$ cat src/rtl/timer_run_ctrl_pkg.sv
// Shared types and constants for the AGC timer run/stop/restart controller.
// Timepulses run T01..T12; one full ring is one memory cycle time (MCT).
package timer_run_ctrl_pkg;

  localparam int T_IDX_W = 4;

  typedef logic [T_IDX_W-1:0] tp_t;

  localparam tp_t T_FIRST = 4'd1;
  localparam tp_t T_LAST  = 4'd12;

  typedef enum logic [2:0] {
    GOJ,
    RUN,
    STOP_PEND,
    STOPPED,
    STEP
  } state_e;

  function automatic tp_t tp_next(input tp_t t);
    return (t == T_LAST) ? T_FIRST : t + 4'd1;
  endfunction

endpackage

$ cat src/rtl/timer_run_ctrl_if.sv
// Signal bundle between the timer/monitor side (master) and the run controller (slave).
interface timer_run_ctrl_if #(
  parameter int MCT_CNT_W = 16
);
  import timer_run_ctrl_pkg::*;

  logic                 PHASE_STB;
  logic                 MSTP;
  logic                 MSTRTP;
  logic                 STRT1;
  logic                 STRT2;
  logic                 ALGA;
  logic                 SBY;
  logic                 GOJ1;
  logic                 ADV_EN;
  tp_t                  T_IDX;
  logic                 MCT_END;
  logic                 GOJAM;
  logic                 GOJAM_n;
  logic                 STOP;
  logic                 STOP_n;
  logic                 STEP_ACT;
  logic [MCT_CNT_W-1:0] MCT_CNT;

  modport master (
    output PHASE_STB, MSTP, MSTRTP, STRT1, STRT2, ALGA, SBY, GOJ1,
    input  ADV_EN, T_IDX, MCT_END, GOJAM, GOJAM_n, STOP, STOP_n, STEP_ACT, MCT_CNT
  );

  modport slave (
    input  PHASE_STB, MSTP, MSTRTP, STRT1, STRT2, ALGA, SBY, GOJ1,
    output ADV_EN, T_IDX, MCT_END, GOJAM, GOJAM_n, STOP, STOP_n, STEP_ACT, MCT_CNT
  );

endinterface

$ cat src/rtl/timer_run_ctrl_tp_cnt.sv
// Timepulse counter: advances on a qualified strobe, wraps T12->T01 and
// flags the end of each MCT with a registered one-cycle pulse.
module timer_run_ctrl_tp_cnt
  import timer_run_ctrl_pkg::*;
(
  input  logic clk,
  input  logic rst,
  input  logic phase_stb,
  input  logic adv_en,
  output tp_t  t_idx,
  output logic mct_end,
  output logic wrap
);

  logic adv;

  assign adv  = phase_stb & adv_en;
  // Combinational so the controller can act on the same edge that wraps T_IDX.
  assign wrap = adv & (t_idx == T_LAST);

  // NOTE: sequential state uses non-blocking assignments so every register
  // samples pre-edge values regardless of statement order.
  always_ff @(posedge clk) begin
    if (rst) begin
      t_idx   <= T_FIRST;
      mct_end <= 1'b0;
    end else begin
      mct_end <= wrap;
      if (adv) t_idx <= tp_next(t_idx);
    end
  end

endmodule

$ cat src/rtl/timer_run_ctrl.sv
// AGC timer run controller: GOJAM restart sequencing, monitor stop and single-MCT step.
// Optional MCT counter enabled by defining TIMER_RUN_CTRL_MCT_CNT_EN.
module timer_run_ctrl
  import timer_run_ctrl_pkg::*;
#(
  parameter int GOJAM_MCTS = 2,
  parameter int MCT_CNT_W  = 16
) (
  input  logic             CLOCK,
  input  logic             SIM_RST,
  timer_run_ctrl_if.slave  bus
);

  localparam logic [3:0] GCNT_INIT = 4'(GOJAM_MCTS);

  state_e     state;
  logic [3:0] gcnt;
  logic       goj1_lat;
  logic       pend_goj;
  logic       mstrtp_q;
  logic       adv_en;
  logic       gojam;
  logic       stop;
  logic       step_act;

  tp_t        t_idx;
  logic       mct_end;
  logic       wrap;

  logic       lvl_src;
  logic       req;
  logic       mstrtp_rise;
  logic       goj_enter;

  timer_run_ctrl_tp_cnt u_tp_cnt (
    .clk       (CLOCK),
    .rst       (SIM_RST),
    .phase_stb (bus.PHASE_STB),
    .adv_en    (adv_en),
    .t_idx     (t_idx),
    .mct_end   (mct_end),
    .wrap      (wrap)
  );

  assign lvl_src     = bus.STRT1 | bus.STRT2 | bus.ALGA | bus.SBY;
  assign req         = lvl_src | bus.GOJ1 | goj1_lat;
  assign mstrtp_rise = bus.MSTRTP & ~mstrtp_q;
  // A pending restart only takes effect at an MCT boundary.
  assign goj_enter   = (state != GOJ) && (pend_goj || req) && wrap;

  always_ff @(posedge CLOCK) begin
    if (SIM_RST) begin
      state    <= GOJ;
      gcnt     <= GCNT_INIT;
      goj1_lat <= 1'b0;
      pend_goj <= 1'b0;
      mstrtp_q <= 1'b0;
      adv_en   <= 1'b1;
      gojam    <= 1'b1;
      stop     <= 1'b0;
      step_act <= 1'b0;
    end else begin
      mstrtp_q <= bus.MSTRTP;
      if (state == GOJ) begin
        gojam    <= 1'b1;
        adv_en   <= 1'b1;
        stop     <= 1'b0;
        step_act <= 1'b0;
        goj1_lat <= 1'b0;
        pend_goj <= 1'b0;
        if (lvl_src || bus.GOJ1) begin
          gcnt <= GCNT_INIT;
        end else if (wrap) begin
          if (gcnt == 4'd1) begin
            state <= RUN;
            gojam <= 1'b0;
          end else begin
            gcnt <= gcnt - 4'd1;
          end
        end
      end else if (pend_goj || req) begin
        // Restart outranks stop/step: keep the timer running to the wrap.
        adv_en   <= 1'b1;
        stop     <= 1'b0;
        step_act <= 1'b0;
        if (goj_enter) begin
          state    <= GOJ;
          gcnt     <= GCNT_INIT;
          gojam    <= 1'b1;
          goj1_lat <= 1'b0;
          pend_goj <= 1'b0;
        end else begin
          state    <= RUN;
          pend_goj <= 1'b1;
          goj1_lat <= goj1_lat | bus.GOJ1;
        end
      end else begin
        case (state)
          RUN: begin
            if (bus.MSTP) state <= STOP_PEND;
          end
          STOP_PEND: begin
            if (!bus.MSTP) begin
              state <= RUN;
            end else if (wrap) begin
              state  <= STOPPED;
              adv_en <= 1'b0;
              stop   <= 1'b1;
            end
          end
          STOPPED: begin
            if (!bus.MSTP) begin
              state  <= RUN;
              adv_en <= 1'b1;
              stop   <= 1'b0;
            end else if (mstrtp_rise) begin
              state    <= STEP;
              adv_en   <= 1'b1;
              stop     <= 1'b0;
              step_act <= 1'b1;
            end
          end
          STEP: begin
            if (wrap) begin
              step_act <= 1'b0;
              if (bus.MSTP) begin
                state  <= STOPPED;
                adv_en <= 1'b0;
                stop   <= 1'b1;
              end else begin
                state <= RUN;
              end
            end
          end
          default: state <= GOJ;
        endcase
      end
    end
  end

`ifdef TIMER_RUN_CTRL_MCT_CNT_EN
  logic [MCT_CNT_W-1:0] mct_cnt;

  // Counts only completed MCTs outside restart; no wraps occur while STOPPED.
  always_ff @(posedge CLOCK) begin
    if (SIM_RST) begin
      mct_cnt <= '0;
    end else if (state == GOJ || goj_enter) begin
      mct_cnt <= '0;
    end else if (wrap) begin
      mct_cnt <= mct_cnt + 1'b1;
    end
  end

  assign bus.MCT_CNT = mct_cnt;
`else
  assign bus.MCT_CNT = {MCT_CNT_W{1'b0}};
`endif

  assign bus.ADV_EN   = adv_en;
  assign bus.T_IDX    = t_idx;
  assign bus.MCT_END  = mct_end;
  assign bus.GOJAM    = gojam;
  assign bus.GOJAM_n  = ~gojam;
  assign bus.STOP     = stop;
  assign bus.STOP_n   = ~stop;
  assign bus.STEP_ACT = step_act;

endmodule

$ cat src/flat_wrapper.sv
// flat-port wrapper written by rule: the top's interface ports become plain ports
module timer_run_ctrl_flat import timer_run_ctrl_pkg::*;
#(
  parameter int GOJAM_MCTS = 2,
  parameter int MCT_CNT_W  = 16
)
  (CLOCK, SIM_RST, bus_PHASE_STB, bus_MSTP, bus_MSTRTP, bus_STRT1, bus_STRT2, bus_ALGA, bus_SBY, bus_GOJ1, bus_ADV_EN, bus_T_IDX, bus_MCT_END, bus_GOJAM, bus_GOJAM_n, bus_STOP, bus_STOP_n, bus_STEP_ACT, bus_MCT_CNT);
  timer_run_ctrl_if #(.MCT_CNT_W(MCT_CNT_W)) bus_i ();
  input  logic CLOCK;
  input  logic SIM_RST;
  input wire logic [$bits(bus_i.PHASE_STB)-1:0] bus_PHASE_STB;
  input wire logic [$bits(bus_i.MSTP)-1:0] bus_MSTP;
  input wire logic [$bits(bus_i.MSTRTP)-1:0] bus_MSTRTP;
  input wire logic [$bits(bus_i.STRT1)-1:0] bus_STRT1;
  input wire logic [$bits(bus_i.STRT2)-1:0] bus_STRT2;
  input wire logic [$bits(bus_i.ALGA)-1:0] bus_ALGA;
  input wire logic [$bits(bus_i.SBY)-1:0] bus_SBY;
  input wire logic [$bits(bus_i.GOJ1)-1:0] bus_GOJ1;
  output wire logic [$bits(bus_i.ADV_EN)-1:0] bus_ADV_EN;
  output wire logic [$bits(bus_i.T_IDX)-1:0] bus_T_IDX;
  output wire logic [$bits(bus_i.MCT_END)-1:0] bus_MCT_END;
  output wire logic [$bits(bus_i.GOJAM)-1:0] bus_GOJAM;
  output wire logic [$bits(bus_i.GOJAM_n)-1:0] bus_GOJAM_n;
  output wire logic [$bits(bus_i.STOP)-1:0] bus_STOP;
  output wire logic [$bits(bus_i.STOP_n)-1:0] bus_STOP_n;
  output wire logic [$bits(bus_i.STEP_ACT)-1:0] bus_STEP_ACT;
  output wire logic [$bits(bus_i.MCT_CNT)-1:0] bus_MCT_CNT;
  assign bus_i.PHASE_STB = bus_PHASE_STB;
  assign bus_i.MSTP = bus_MSTP;
  assign bus_i.MSTRTP = bus_MSTRTP;
  assign bus_i.STRT1 = bus_STRT1;
  assign bus_i.STRT2 = bus_STRT2;
  assign bus_i.ALGA = bus_ALGA;
  assign bus_i.SBY = bus_SBY;
  assign bus_i.GOJ1 = bus_GOJ1;
  assign bus_ADV_EN = bus_i.ADV_EN;
  assign bus_T_IDX = bus_i.T_IDX;
  assign bus_MCT_END = bus_i.MCT_END;
  assign bus_GOJAM = bus_i.GOJAM;
  assign bus_GOJAM_n = bus_i.GOJAM_n;
  assign bus_STOP = bus_i.STOP;
  assign bus_STOP_n = bus_i.STOP_n;
  assign bus_STEP_ACT = bus_i.STEP_ACT;
  assign bus_MCT_CNT = bus_i.MCT_CNT;
  timer_run_ctrl #(.GOJAM_MCTS(GOJAM_MCTS), .MCT_CNT_W(MCT_CNT_W)) u_core (.CLOCK(CLOCK), .SIM_RST(SIM_RST), .bus(bus_i));
endmodule
$ cat config.mk
export PLATFORM = sky130hd
export DESIGN_NAME = timer_run_ctrl_flat
export DESIGN_NICKNAME = d
export VERILOG_FILES = /design/src/rtl/timer_run_ctrl_pkg.sv /design/src/rtl/timer_run_ctrl_if.sv /design/src/rtl/timer_run_ctrl_tp_cnt.sv /design/src/rtl/timer_run_ctrl.sv /design/src/flat_wrapper.sv
export SDC_FILE = /design/constraint.sdc
export NUM_CORES = 1
export LEC_CHECK = 0
export CAP_MARGIN = 20
export CORE_AREA = 2 2 55 57
export CTS_CLUSTER_DIAMETER = 150
export DETAILED_ROUTE_END_ITERATION = 7
export DIE_AREA = 0 0 57 59
export GPL_TIMING_DRIVEN = 0
export PLACE_DENSITY = 0.75
export SLEW_MARGIN = 20
export SYNTH_ARGS = -nofsm -noshare
export SYNTH_HDL_FRONTEND = slang
export SYNTH_SLANG_ARGS = --single-unit
$ cat constraint.sdc
create_clock -name CLOCK -period 3 [get_ports CLOCK]
set_clock_uncertainty 0.15 [all_clocks]
set_input_delay 0.6 -clock CLOCK [delete_from_list [all_inputs] [get_ports CLOCK]]
set_output_delay 0.6 -clock CLOCK [all_outputs]
set_load 0.1 [all_outputs]
==> results.py, run 1 <==
metrics = {
    "power": {
        "power_density_nw_per_um2": 375.8,
        "p_leak_nw": 0.6234,
        "irDropWorstVdd_uv": 260.3,
        "power_w": 0.0005722,
    },
    "setup_path": {
        "crit_arrival_ps": 1910,
        "cp_num_cells": 1,
        "cpMaxStageDelayCell": "clkdlybuf4s50_1",
        "crit_fanout": 5,
        "crit_path_end": "bus_T_IDX[0]",
        "crit_buf_inv": 1,
        "crit_family": "buffers and inverters",
        "cp-end-kind": "primary output",
        "worstSetupStartpointType": "register",
        "r2r_slack_ps": 770,
        "cp_cell_sequence": "clkdlybuf4s50_1",
        "max_stage_delay_ps": 1180,
        "critPathKind": "register to primary output",
        "r2r-end": "u_core.state[1]$_SDFFE_PP0P_",
        "ff2ff_path_depth": 7,
        "startpoint": "u_core.u_tp_cnt.t_idx[0]$_SDFFE_PP1P_",
        "reg2reg_from": "u_core.gcnt[1]$_SDFFE_PP1P_",
        "critPathRequiredTime_ps": 2250,
    },
    "clock_tree": {
        "postCtsHoldBufs": 0,
        "clockBufferDepth": 2,
        "cts_sinks": 19,
        "cts_resized": 0,
        "cts.reportedPaths.clkPinSlew_ps": 100,
        "numCtsBuffers": 3,
        "cts_max_level": 1,
        "insertion_delay_ps": 290,
        "postCtsSetupBuffers": 0,
        "cts_tree": "done",
        "cts-root-buf": "clkbuf_4",
    },
    "detailed_routing": {
        "vias": 1115,
        "wl_per_cell_um": 11.29,
        "first_pass_iters": 4,
        "drc": 0,
        "vias_per_cell": 5.186,
        "wirelength_um": 2428,
        "ant_nets": 0,
        "drt_iter0_markers": 42,
    },
    "sta": {
        "hold_viol": 0,
        "maxSlewHeadroom": 0.3442,
        "rsz0062_at_grt": "false",
        "post-route-period-util": 0.8871,
        "worst_pin_slew_ps": 980.7,
        "finalCriticalPeriod_ps": 2661,
        "slew_violations": 0,
        "fmax_mhz": 375.7,
        "setup_viol": 0,
        "finalSetupTns_ps": 0,
    },
    "global_route": {
        "grtUsageTotal": 0.1552,
        "globalRouteOverflowTotal": 0,
        "grt_pass1_wl_um": 4126,
        "first_global_vias": 1022,
        "grt_start_max_net_pins": 11,
        "antenna_found_initial": 0,
    },
    "cells_and_area": {
        "fin_cells": 215,
        "layout-drive-gt1-share": 0.1739,
        "fin_util": 0.5619,
        "n_antenna_cell": 0,
        "area_growth_pct": 26.77,
        "fin_nets": 199,
    },
    "yosys": {
        "avgSynthCellArea_um2": 8.284,
        "synth_flop_cell": "dfxtp_1",
        "synth_warnings": 0,
        "synth_top_area_cell": "dfxtp_1",
        "synth_edf_count": 0,
        "synth_seq_cells": 19,
        "yosys.area.top_type_share": 0.3167,
        "ys_types": 47,
        "yosysMostFrequentCell": "dfxtp_1",
        "synthTopCellsByCount": "19 x dfxtp_1, 17 x buf_4, 10 x a21oi_1, 9 x inv_1, 9 x nand2_1",
        "yosysSeqAreaShare": 0.3167,
        "mappedNetlistArea_um2": 1201,
        "async_reset_ff_frac": 0,
        "synth_area_leaders": "dfxtp_1 32%, buf_4 11%, a21oi_1 4.2%, ha_1 4.2%, inv_1 2.8%",
        "syn_inst": 145,
    },
    "die": {
        "start_util": 0.4432,
        "die_w_um": 57,
        "rows": 19,
        "die-area_um2": 3363,
        "die-height_um": 59,
        "core_area_um2": 2710,
        "io_pins": 37,
    },
    "place": {
        "post-dp-hpwl_um": 1950,
        "io_buffer_count": 20,
        "place.gp.congestion": 0.8315,
        "dp_cells": 211,
    },
    "hold_path": {
        "hold_class": "register to register",
        "hp-start": "u_core.bus.STEP_ACT$_SDFFE_PP0P_",
    },
    "run_status": {
        "status": "complete, no violations",
    },
    "run": {
        "cap_violations": 0,
    },
}
==> sequential cells by signal (all words and copies together) (netlist names) <==
register and flops:
u_core.bus.ADV_EN 1, u_core.bus.GOJAM 1, u_core.bus.STEP_ACT 1, u_core.bus.STOP 1, u_core.gcnt 4, u_core.goj1_lat 1
u_core.mstrtp_q 1, u_core.pend_goj 1, u_core.state 3, u_core.u_tp_cnt.mct_end 1, u_core.u_tp_cnt.t_idx 4
==> worst min path at each step <==
stage,to,cells past startpoint
2_1_floorplan,u_core.gcnt[3]$_SDFFE_PP0P_,2
3_3_place_gp,u_core.bus.STEP_ACT$_SDFFE_PP0P_,2
3_5_place_dp,u_core.bus.STEP_ACT$_SDFFE_PP0P_,2
4_1_cts,u_core.bus.STEP_ACT$_SDFFE_PP0P_,2
5_1_grt,u_core.bus.STEP_ACT$_SDFFE_PP0P_,2
6_report,u_core.bus.STEP_ACT$_SDFFE_PP0P_,2
==> cells by family (layout without fill, tap and decap cells) <==
kind of cell               after synthesis  after routing  synth area share
other                                    1             16          0.003122
buffers and inverters                   30             54            0.1490
and+or+nand+nor                         55             55            0.2844
DFF                                     19             19            0.3167
xor gates and xnor gates                 3              3           0.02188
AOI/OAI and AO/OA                       33             33            0.1833
adders and majority gates                4              4           0.04167
==> per-layer routing <==
metal  track usage  vias up  wire length [um]
li1              -      563                 -
met1        0.1662      518               982
met2        0.3021       29              1270
met3       0.02620        5               137
met4       0.05980        0                37
met5             0        -                 0
==> layout make-up <==
type | instances | area, um^2
Tap cell | 31 | 38.79
Fill cell | 261 | 1187
Buffer | 21 | 145.1
Inverter | 9 | 33.78
Multi-Input combinational cell | 111 | 698.2
Clock buffer | 4 | 26.28
Sequential cell | 19 | 380.4
Timing Repair Buffer | 20 | 200.2
==> power by group <==
group | switching, W | leakage, nW | internal [W]
clock network | 0.0000770 | 0.0150 | 0.0000518
registers | 0.00000521 | 0.154 | 0.000257
logic | 0.000139 | 0.454 | 0.0000425
==> cells in the final DEF, fill, tap and decap left out, types with 2 or more instances in the layout <==
cell             instances
or3_1                    4
nor4_1                   5
dfxtp_1                 19
a21boi_1                 2
nand3_1                  3
nor2_1                   5
buf_4                   17
clkdlybuf4s50_1         20
buf_2                    2
and2_1                   2
o21ai_0                  5
clkbuf_1                 3
or3_4                    3
or2_2                    2
o21ai_1                  4
nor2b_1                  3
conb_1                  16
o21a_1                   2
xnor2_1                  2
clkbuf_4                 3
ha_1                     4
a21oi_1                 10
inv_1                    9
nor3_1                   6
nand2_1                  9
==> stage by stage <==
stage          worst slack [ps]  cell area [um^2]  hold WS, ps
2_1_floorplan             496.4              1257        302.6
3_3_place_gp              136.5              1496        302.6
3_5_place_dp              92.72              1496        308.6
4_1_cts                   320.7              1523        326.9
5_1_grt                   260.8              1523        362.9
6_report                  338.6              1523        321.7
No activity file was read; power rests on OpenSTA's default activity.
==> inputs of run 2 (changes only) <==
- MAX_ROUTING_LAYER: not set -> met4
==> results of run 2 <==
Same layout as run 1: the final DEF is identical, and so are final timing and power.
Main changes from that run: final weighted congestion in routability-driven placement 0.8315 -> 0.8443; overall routing resource usage 0.1552 -> 0.1598
==> inputs of run 3 (changes only) <==
- CORE_AREA: 2 2 55 57 -> 2 2 68 70
- DIE_AREA: 0 0 57 59 -> 0 0 70 72
- PLACE_DENSITY: 0.75 -> not set
==> run 3 against run 2 <==
  * Sequential cell count is the same
  * Sequential power is essentially flat
  * Setup slack gained 32 ps
  * Core utilization shrank 19 points
  * Clock power grew 44%
  * Critical path type is now input port to register
  * First-iteration DRC count shrank 36%
  * Sequential share of layout area shrank 0.78 points
  * Final cell count grew 9.8%
==> results.py, run 3 (same netlist as run 1, synthesis figures left out) <==
metrics = {
    "run_status": {
        "status": "complete, no violations",
    },
    "power": {
        "power_density_nw_per_um2": 400.7,
        "power_w": 0.0006297,
        "p_leak_nw": 0.6301,
        "clkPwrFrac": 0.295,
        "switching_share": 0.3755,
        "p_sw_w": 0.0002365,
        "pwr-share-seq": 0.417,
        "irDropWorstVdd_uv": 160.5,
        "combinationalPowerShare": 0.288,
        "p_int_w": 0.0003932,
    },
    "cells_and_area": {
        "reg_top3": "u_core.gcnt: 4 flops, u_core.u_tp_cnt.t_idx: 4 flops, u_core.state: 3 flops",
        "fillers": 456,
        "final_common_cell": "clkdlybuf4s50_1",
        "area_growth_pct": 30.83,
        "fin_cells": 236,
        "fin_nets": 199,
        "most-common-layout-cells": "20 x clkdlybuf4s50_1, 19 x dfxtp_1, 17 x buf_4",
        "n_antenna_cell": 0,
        "layout-drive-gt1-share": 0.1793,
        "fin_util": 0.3685,
    },
    "die": {
        "rows": 24,
        "core_area_um2": 4264,
        "start_util": 0.2817,
        "die-area_um2": 5040,
        "io_pins": 37,
        "die_w_um": 70,
        "die-height_um": 72,
    },
    "setup_path": {
        "critPathKind": "input port to register",
        "worstSetupStartpointType": "input port",
        "crit_top_cell": "or3_4",
        "max_stage_delay_ps": 560,
        "ff2ff_path_depth": 7,
        "crit_fanout": 5,
        "cpMaxStageDelayCell": "or4_4",
        "crit_arrival_ps": 2630,
        "cp-end-kind": "register",
        "r2r_slack_ps": 860,
        "reg2reg_from": "u_core.gcnt[1]$_SDFFE_PP1P_",
        "cp_cell_sequence": "clkdlybuf4s50_1 > or4_4 > or3_4 > or3_4 > a31oi_4 > o21ai_1",
        "r2r-end": "u_core.state[1]$_SDFFE_PP0P_",
        "critPathRequiredTime_ps": 3000,
    },
    "detailed_routing": {
        "wl_per_cell_um": 10.33,
        "vias_per_cell": 4.521,
        "vias": 1067,
        "wirelength_um": 2437,
        "drt_iter0_markers": 27,
        "first_pass_iters": 4,
        "drc": 0,
        "ant_nets": 0,
    },
    "run": {
        "cap_violations": 0,
    },
    "clock_tree": {
        "numCtsBuffers": 3,
        "postCtsSetupBuffers": 0,
        "cts.reportedPaths.clkPinSlew_ps": 80,
        "cts_max_level": 1,
        "cts-root-buf": "clkbuf_8",
        "clockBufferDepth": 2,
        "cts_tree": "done",
        "postCtsHoldBufs": 0,
        "insertion_delay_ps": 260,
        "cts_resized": 0,
        "cts_sinks": 19,
    },
    "global_route": {
        "grt_pass1_wl_um": 3864,
        "antenna_found_initial": 0,
        "grt_start_max_net_pins": 13,
        "grtUsageTotal": 0.09679,
        "first_global_vias": 871,
        "globalRouteOverflowTotal": 0,
    },
    "place": {
        "post-place-ws_ps": 91.17,
        "place.gp.congestion": 0.8644,
        "post-dp-hpwl_um": 1909,
        "io_buffer_count": 20,
        "dp_cells": 232,
    },
    "sta": {
        "setup_viol": 0,
        "hold_viol": 0,
        "post-route-period-util": 0.8764,
        "finalCriticalPeriod_ps": 2629,
        "worst_pin_slew_ps": 970.5,
        "slew_violations": 0,
        "finalSetupTns_ps": 0,
        "setup_ws_ps": 370.9,
        "maxSlewHeadroom": 0.3510,
        "rsz0062_at_grt": "false",
        "fmax_mhz": 380.4,
    },
    "hold_path": {
        "hp-start": "u_core.bus.STEP_ACT$_SDFFE_PP0P_",
        "holdPathEnd": "u_core.bus.STEP_ACT$_SDFFE_PP0P_",
        "hold_depth": 2,
        "hold_class": "register to register",
    },
}
[run 3: changes by cell type in the layout (fill, tap and decap cells not counted), sizes merged]
cell	previous run	this run
clkbuf	6	5
clkinvlp	0	1
[run 3: worst max path at each step]
stage | startpoint | end | cells after the start
final | bus_GOJ1 | u_core.bus.ADV_EN$_SDFFE_PP1P_ | 6
after global placement | bus_SBY | u_core.bus.ADV_EN$_SDFFE_PP1P_ | 6
after floorplan | u_core.bus.ADV_EN$_SDFFE_PP1P_ | u_core.state[1]$_SDFFE_PP0P_ | 5
after CTS | u_core.bus.ADV_EN$_SDFFE_PP1P_ | bus_ADV_EN | 1
after detailed placement | bus_GOJ1 | u_core.bus.ADV_EN$_SDFFE_PP1P_ | 6
after global routing | bus_GOJ1 | u_core.state[1]$_SDFFE_PP0P_ | 6
[run 3: layer usage]
metal	global-route usage	routed length [um]	vias to the layer above
li1	-	-	560
met1	0.1202	1103	474
met2	0.1534	1174	29
met3	0.01806	119	4
met4	0.04487	40	0
met5	-	0	-
[run 3: final cells by class]
| type | count | area [um^2] | share of cell area |
|---|---|---|---|
| Buffer | 21 | 145.1 | 0.09236 |
| Inverter | 9 | 33.78 | 0.02150 |
| Tap cell | 52 | 65.06 | 0.04140 |
| Multi-Input combinational cell | 111 | 698.2 | 0.4443 |
| Clock inverter | 1 | 7.507 | 0.004777 |
| Sequential cell | 19 | 380.4 | 0.2420 |
| Timing Repair Buffer | 20 | 200.2 | 0.1274 |
| Clock buffer | 3 | 41.29 | 0.02627 |
[run 3: worst max-delay path, delay by kind of cell]
family	cells	cell delay, ps
compound gates	2	240
simple gates	3	1330
buf+inv	1	450
[run 3: per-stage QoR]
| stage | hold slack (ps) | instance area (um^2) |
|---|---|---|
| floorplan | 302.6 | 1257 |
| finish | 321.3 | 1572 |
| global placement | 308.6 | 1523 |
| CTS | 326.0 | 1572 |
| global route | 363.1 | 1572 |
| detailed placement | 309.2 | 1523 |
[run 3: power by group through the flow]
stage	clock, W	sequential (W)	combinational, W
2_1_floorplan	0	0.000295	0.000125
3_3_place_gp	0	0.000268	0.000181
3_5_place_dp	0	0.000268	0.000181
4_1_cts	0.000191	0.000262	0.000181
5_1_grt	0.000202	0.000263	0.000188
6_report	0.000186	0.000262	0.000182
